`config.mk`:
```
export PLATFORM = sky130hd
export DESIGN_NAME = uart_echo_tester
export DESIGN_NICKNAME = d
export VERILOG_FILES = /design/src/rtl/uart_test_pkg.sv /design/src/rtl/uart_echo_tester_cycle_timer.sv /design/src/rtl/uart_echo_tester.sv
export SDC_FILE = /design/constraint.sdc
export NUM_CORES = 1
export LEC_CHECK = 0
export ABC_AREA = 1
export CAP_MARGIN = 20
export CORE_MARGIN = 4
export CORE_UTILIZATION = 35
export DETAILED_ROUTE_END_ITERATION = 8
export HOLD_SLACK_MARGIN = 0.15
export MAX_ROUTING_LAYER = met4
export PLACE_DENSITY_LB_ADDON = 0.08
export SYNTH_ARGS = -nofsm -noshare
export SYNTH_HDL_FRONTEND = slang
export SYNTH_SLANG_ARGS = --single-unit
```
`constraint.sdc`:
```
create_clock -name clk -period 3.03 [get_ports clk]
set_input_delay 0.606 -clock clk [delete_from_list [all_inputs] [get_ports clk]]
set_output_delay 0.606 -clock clk [all_outputs]
set_load 0.005 [all_outputs]
```
`src/rtl/uart_test_pkg.sv`:
```
// Shared state encodings and counter helpers for the UART echo link tester.
package uart_test_pkg;

  localparam logic [1:0] IDLE      = 2'd0;
  localparam logic [1:0] SEND      = 2'd1;
  localparam logic [1:0] WAIT_ECHO = 2'd2;
  localparam logic [1:0] GAP       = 2'd3;

  typedef enum logic [1:0] {
    ST_IDLE      = IDLE,
    ST_SEND      = SEND,
    ST_WAIT_ECHO = WAIT_ECHO,
    ST_GAP       = GAP
  } state_t;

  localparam logic [15:0] CNT_MAX = 16'hFFFF;

  // Result counters stick at all-ones instead of wrapping back to zero.
  function automatic logic [15:0] sat_inc(input logic [15:0] value);
    return (value == CNT_MAX) ? value : value + 16'd1;
  endfunction

endpackage

```
`src/rtl/uart_echo_tester_cycle_timer.sv`:
```
// Loadable down-counter; tc is high while the count sits at zero.
module cycle_timer #(
  parameter int WIDTH      = 8,
  parameter int LOAD_VALUE = 0
) (
  input  logic clk,
  input  logic rst,
  input  logic load,
  input  logic enable,
  output logic tc
);

  localparam logic [WIDTH-1:0] LOAD_COUNT = WIDTH'(LOAD_VALUE);

  logic [WIDTH-1:0] count;

  always_ff @(posedge clk or posedge rst) begin
    if (rst) begin
      count <= '0;
    end else if (load) begin
      count <= LOAD_COUNT;
    end else if (enable && (count != '0)) begin
      count <= count - WIDTH'(1);
    end
  end

  assign tc = (count == '0);

endmodule

```
`src/rtl/uart_echo_tester.sv`:
```
// Initiator end of the UART echo link: sends an incrementing byte pattern,
// checks each echo and keeps saturating pass / error / timeout counts.
//
// state      | meaning
// IDLE       | waiting for enable and a free transmitter
// SEND       | one-cycle transmit strobe, timeout timer loaded
// WAIT_ECHO  | waiting for the echo, a framing error or the timeout
// GAP        | idle spacing before the next byte; tx_byte advances on exit
module uart_echo_tester
  import uart_test_pkg::*;
#(
  parameter int         TIMEOUT_CYCLES = 60000,
  parameter int         GAP_CYCLES     = 1200,
  parameter logic [7:0] START_BYTE     = 8'h00
) (
  input  logic        clk,
  input  logic        rst,
  input  logic        enable,
  output logic        transmit,
  output logic [7:0]  tx_byte,
  input  logic        is_transmitting,
  input  logic        received,
  input  logic [7:0]  rx_byte,
  input  logic        recv_error,
  output logic [15:0] pass_count,
  output logic [15:0] err_count,
  output logic [15:0] timeout_count,
  output logic [7:0]  last_rx,
  output logic        busy
);

  localparam int TMO_W = (TIMEOUT_CYCLES > 1) ? $clog2(TIMEOUT_CYCLES) : 1;
  localparam int GAP_W = (GAP_CYCLES > 0) ? $clog2(GAP_CYCLES + 1) : 1;

  state_t state;
  logic   timeout_tc;
  logic   gap_tc;
  logic   stray;

  assign stray = received || recv_error;

  // Loaded with TIMEOUT_CYCLES-1 in SEND, so tc lands on the last allowed WAIT_ECHO cycle.
  cycle_timer #(
    .WIDTH      (TMO_W),
    .LOAD_VALUE (TIMEOUT_CYCLES - 1)
  ) u_timeout_timer (
    .clk    (clk),
    .rst    (rst),
    .load   (state == ST_SEND),
    .enable (state == ST_WAIT_ECHO),
    .tc     (timeout_tc)
  );

  cycle_timer #(
    .WIDTH      (GAP_W),
    .LOAD_VALUE (GAP_CYCLES)
  ) u_gap_timer (
    .clk    (clk),
    .rst    (rst),
    .load   (state == ST_WAIT_ECHO),
    .enable (state == ST_GAP),
    .tc     (gap_tc)
  );

  always_ff @(posedge clk or posedge rst) begin
    if (rst) begin
      state         <= ST_IDLE;
      transmit      <= 1'b0;
      busy          <= 1'b0;
      tx_byte       <= START_BYTE;
      pass_count    <= '0;
      err_count     <= '0;
      timeout_count <= '0;
      last_rx       <= '0;
    end else begin
      transmit <= 1'b0;
      if (received) begin
        last_rx <= rx_byte;
      end

      case (state)
        ST_IDLE: begin
          if (stray) begin
            err_count <= sat_inc(err_count);
          end
          if (enable && !is_transmitting) begin
            state    <= ST_SEND;
            transmit <= 1'b1;
            busy     <= 1'b1;
          end
        end

        ST_SEND: begin
          if (stray) begin
            err_count <= sat_inc(err_count);
          end
          state <= ST_WAIT_ECHO;
        end

        ST_WAIT_ECHO: begin
          // An echo beats a timeout reached in the same cycle.
          if (received) begin
            if (rx_byte == tx_byte) begin
              pass_count <= sat_inc(pass_count);
            end else begin
              err_count <= sat_inc(err_count);
            end
            state <= ST_GAP;
          end else if (recv_error) begin
            err_count <= sat_inc(err_count);
            state     <= ST_GAP;
          end else if (timeout_tc) begin
            timeout_count <= sat_inc(timeout_count);
            state         <= ST_GAP;
          end
        end

        ST_GAP: begin
          if (stray) begin
            err_count <= sat_inc(err_count);
          end
          if (gap_tc) begin
            state   <= ST_IDLE;
            busy    <= 1'b0;
            tx_byte <= tx_byte + 8'd1;
          end
        end

        default: begin
          state <= ST_IDLE;
          busy  <= 1'b0;
        end
      endcase
    end
  end

endmodule

```
## After elaboration in Yosys (flattened, before gate mapping)

Cells that the tools add are included.

- Add/subtract/negate cells: 6
- Equal/unequal tests: 13
- Multiplexer cells: 21
- Bitwise operators: 4
- Reductions and logical operators: 20

Operators by type and width:

| cell | number |
|---|---|
| $mux W16 | 7 |
| $add A16 B1 Y16 const B | 3 |
| $eq A16 B16 Y1 const B | 3 |
| $pmux W16 S2 | 1 |
| $mux W11 | 2 |
| $logic_not A16 Y1 | 1 |
| $reduce_bool A16 Y1 | 1 |
| $sub A16 B1 Y16 const B | 1 |
| $logic_not A11 Y1 | 1 |
| $reduce_bool A11 Y1 | 1 |
| $sub A11 B1 Y11 const B | 1 |
| $mux W2 | 5 |
| $reduce_and A3 Y1 | 3 |
| $add A8 B1 Y8 const B | 1 |
| $eq A8 B8 Y1 | 1 |
| $pmux W2 S4 | 1 |
| $ne A3 B3 Y1 const B | 2 |
| $reduce_bool A2 Y1 | 3 |
| $reduce_and A5 Y1 | 1 |
| $eq A2 B2 Y1 const B | 2 |
| $mux W1 | 4 |
| $ne A2 B2 Y1 const B | 2 |
| $ne A4 B4 Y1 const B | 1 |
| $not A1 Y1 | 4 |
| 10 further kinds | 12 |

- Register bits: 95
- Output and inout bits: 66

## Longest topological paths before layout

- Depth after elaboration: 5
- Gate-level depth with buffers: 12
- Depth with buffers taken out: 10

## By module

From an unflattened synthesis, not the netlist that was laid out.

- Cells, all modules: 800
- Area, all modules: 5,854.4 sq um

Modules (own cells, without submodules):

| module | times used | cells an instance | area each (sq um) | sequential area each (sq um) |
|---|---|---|---|---|
| uart_echo_tester | 1 | 542 | 4,051.4 | 1,701.6 |
| cycle_timer (u_timeout_timer) | 1 | 161 | 1,097.3 | 400.4 |
| cycle_timer (u_gap_timer) | 1 | 97 | 705.7 | 275.3 |

## Worst setup path before layout

No wires, ideal clock.

- Kind: register -> register
- Start point: register u_gap_timer.count[0]
- End point: register tx_byte[1]
- Arrival: 1,524 ps
- Setup slack: 1,382 ps
- Stages on the path, launching flop included: 7
- Buffers on the path: 0
- Period minus slack after synthesis: 1,648 ps
- Cell sequence: dfrtp_1 -> inv_1 -> ha_1 -> nand3_1 -> nor2_1 -> nand3_1 -> mux2_2

- Word-level cells in the longest chain between the ends: 2

RTL lines:

| element | line | RTL |
|---|---|---|
| from (decl) | uart_echo_tester_cycle_timer.sv:15 | `logic [WIDTH-1:0] count;` |
| from (signal assigned) | uart_echo_tester_cycle_timer.sv:23 | `count <= count - WIDTH'(1);` |
| $logic_not A11 Y1 | uart_echo_tester_cycle_timer.sv:27 | `assign tc = (count == '0);` |
| $reduce_and A2 Y1 (no line) | n/a |  |
| to (signal assigned) | uart_echo_tester.sv:125 | `tx_byte <= tx_byte + 8'd1;` |
| to (decl) | uart_echo_tester.sv:20 | `output logic [7:0] tx_byte,` |

No other way between the ends.
A chain may end at the register's enable or synchronous reset.

## Worst setup path in the final report

- Start point: register state[0]
- End point: register err_count[7]

- Word-level cells in the longest chain between the ends: 4
- Elaborated cells on any way between the ends: 10
- Classes of those cells: 6 x eq/ne; 1 x mux; 3 x reduce/logical

RTL lines:

| element | line | RTL |
|---|---|---|
| from (decl) | uart_echo_tester.sv:35 | `state_t state;` |
| from (signal assigned) | uart_echo_tester.sv:67 | `state <= ST_IDLE;` |
| from (signal assigned) | uart_echo_tester.sv:87 | `state <= ST_SEND;` |
| from (signal assigned) | uart_echo_tester.sv:97 | `state <= ST_WAIT_ECHO;` |
| $eq A2 B1 Y1 (tied with other cells) | uart_echo_tester.sv:81 | `case (state)` |
| $reduce_or A3 Y1 (no line) | n/a |  |
| $ne A2 B1 Y1 (no line) | n/a |  |
| $reduce_and A3 Y1 (no line) | n/a |  |
| to (signal assigned) | uart_echo_tester.sv:84 | `err_count <= sat_inc(err_count);` |
| to (signal assigned) | uart_echo_tester.sv:95 | `err_count <= sat_inc(err_count);` |
| to (signal assigned) | uart_echo_tester.sv:106 | `err_count <= sat_inc(err_count);` |
| to (decl) | uart_echo_tester.sv:26 | `output logic [15:0] err_count,` |

Parallel ways exist; a longest one is shown, timed or not.

==> results by group <==
Status
  • Status: finished clean

Die
  • Core region area: 16500 um^2
  • IO Pins: 80
  • Initial Utilization: 35.7%
  • Die area: 19000 um^2
  • Die Y: 138 um
  • Die Wd: 138 um
  • Row count: 47

Setup path
  • Crit path required time: 3.27 ns
  • Critical path type: reg2reg
  • Worst reg2reg setup slack: 0.99 ns
  • WP data arrival: 2.28 ns
  • Nature of the critical path startpoint: flop
  • CP endpoint kind: flop
  • Crit-path max FO: 17

Clock network
  • Setup Buffers After CTS: 0
  • Clock tree sinks: 95
  • Clk slew on worst S/H paths: 0.07 ns
  • Clk Tree Root Cell: clkbuf_16
  • Longest Clk Path Bufs: 2
  • Cts repair resizes: 0
  • CTS H-tree depth: 3
  • # hold bufs at CTS: 0
  • CTS tree: yes
  • Clk_lat worst skew: 0.35 ns
  • TritonCTS buffer count: 9

Route
  • Via density: 4.77
  • First drt pass iteration count: 5
  • Drc violations: 0
  • Drt wl/cell: 13.7 um
  • Final antenna-violating net count: 0
  • Via count: 5445
  • DR iter-0 viols: 298
  • Total wire length: 15.6 mm

Layout
  • Proportion of layout cells with a drive suffix above 1: 5.10%
  • # fillers: 1684
  • Most common cell after layout, fill and taps aside: nand2_1
  • P&R area growth vs syn: 23.0%
  • Final core utilization: 43.9%
  • # nets final: 941
  • Number of diodes: 0
  • Finished Cell Area: 7260 um^2
  • Commonest cells after routing, fill and taps aside: nand2_1 (294), dfrtp_1 (95), nor2_1 (86), inv_1 (85), clkdlybuf4s50_1 (79)

Logic synthesis
  • Post-synth ARST share: 100%
  • Syn Area/Cell: 7.07 um^2
  • Synth Cell Area: 5900 um^2
  • Synth area leader: dfrtp_1
  • Post-Syn Instances: 835
  • Synth Register Bits: 95
  • Cell variety after synth: 37
  • Ranking of synthesized cells by area: dfrtp_1 (40%), nand2_1 (19%), nand3_1 (5.8%)
  • Syn_nets: 859
  • Seq/Total Area, Yosys: 40.3%
  • Yosys top cell area share: 40.3%
  • Number of flops mapped to enable cells by yosys: 0
  • Ys Warns: 0
  • Main synth FF type: dfrtp_1

Placed design
  • RD Place Congestion: 0.877
  • Dpl cell area: 6970 um^2
  • Port bufs: 79
  • Detailed placement HPWL: 11.5 mm

Global route
  • Global-route wire length before repair: 26.5 mm
  • Gr usage total: 18.0%
  • Largest net degree at the start of global routing: 39
  • Initial antenna violation count: 0
  • Grt ovf: 0
  • Vias in the first global route: 5142

STA
  • Setup TNS: 0 ns
  • Worst Tran Pin Value: 0.704 ns
  • Final period utilization: 67.4%
  • Worst Skew: 0.00878 ns
  • RSZ-0062 raised after global routing: false
  • Max-slew headroom: 52.9%
  • Final setup fails: 0
  • Hold Vio Cnt, Final: 0
  • Worst hold slack: 0.478 ns
  • Slew Limit Fails: 0
  • Final min period: 2.04 ns
  • Fmax: 490 MHz

Power
  • Pleak: 3.35 nW
  • Maximum VDD drop: 0.394 mV
  • Power Dens Cells: 532 nW/um^2

Min path
  • Worst min path class: reg2reg

Flow run
  • Max Cap Violations: 0
## cells by family after synthesis
| group | synth area share, % |
|---|---|
| compound gates | 4.05 |
| flops | 40.3 |
| mux | 0.763 |
| buf+inv | 7.29 |
| simple gates | 40.4 |
| xor+xnor | 5.05 |
| fa+ha+maj | 2.12 |
## stage by stage
| stage | power [W] | instances | setup WS [ns] |
|---|---|---|---|
| floorplan | 0.00236 | 835 | 1.30 |
| finish | 0.00386 | 1142 | 0.987 |
| CTS | 0.00393 | 1142 | 0.967 |
| detailed placement | 0.00275 | 1126 | 0.639 |
| global route | 0.00419 | 1142 | 0.733 |
| global placement | 0.00275 | 1126 | 0.681 |
## power by group
part | switching [W] | internal, W
clock | 0.000491 | 0.000663
sequential | 0.000146 | 0.00143
combinational | 0.000717 | 0.000415
## per-layer routing
layer	vias to the layer above	track usage [%]	routed length (um)
met2	96	27.4	7190
met5	-	-	0
li1	2850	-	-
met1	2481	24.7	7620
met4	0	5.05	222
met3	18	3.07	592
## synthesized netlist by cell type, types with 2 or more instances
master      n
a21oi_1     4
and2_1      4
buf_2       6
buf_4       2
buf_6       2
clkbuf_1    5
dfrtp_1    95
ha_1       10
inv_1      86
mux2_2      4
nand2_1   294
nand2_2     5
nand3_1    68
nand3_4     3
nand3b_1    6
nand4_1    52
nor2_1     86
nor2_2      5
nor2_4      2
nor3_1     10
o21ai_0    32
o21ai_1     7
xnor2_1    13
xor2_1     21
## critical path, stage by stage, from the launching register on
cell and delay, ns:
dfrtp_1 0.38, inv_1 0.09, ha_1 0.21, inv_1 0.31
nor2_1 0.09, nand2_1 0.08, nor2_1 0.06, nand2_2 0.28
nand3_4 0.26, nand2_1 0.12, nand2_1 0.05
## sequential cells by signal (all words and copies together), names as in the netlist
signal                 cells
err_count                 16
pass_count                16
timeout_count             16
u_timeout_timer.count     16
u_gap_timer.count         11
last_rx                    8
tx_byte                    8
state                      2
busy                       1
transmit                   1
## worst paths after layout
kind | startpoint | end | cells past startpoint
setup / recovery | state[0] | err_count[7] | 10
hold / removal | last_rx[2] | last_rx[2] | 2
setup reg to reg | state[0] | err_count[7] | 10
hold reg to reg | last_rx[2] | last_rx[2] | 2
max in group asynchronous | rst | timeout_count[3] | 3
min in group asynchronous | rst | u_timeout_timer.count[0] | 2
## layout make-up
| class | instances | area [um^2] | share of cell area [%] |
|---|---|---|---|
| multi-input combinational | 634 | 3090 | 42.6 |
| sequential | 95 | 2380 | 32.7 |
| timing repair buffer | 88 | 883 | 12.2 |
| inverter | 89 | 339 | 4.67 |
| tap | 220 | 275 | 3.79 |
| clock buffer | 13 | 250 | 3.45 |
| clock inverter | 3 | 42.5 | 0.586 |
No activity file was read; power rests on OpenSTA's default activity.
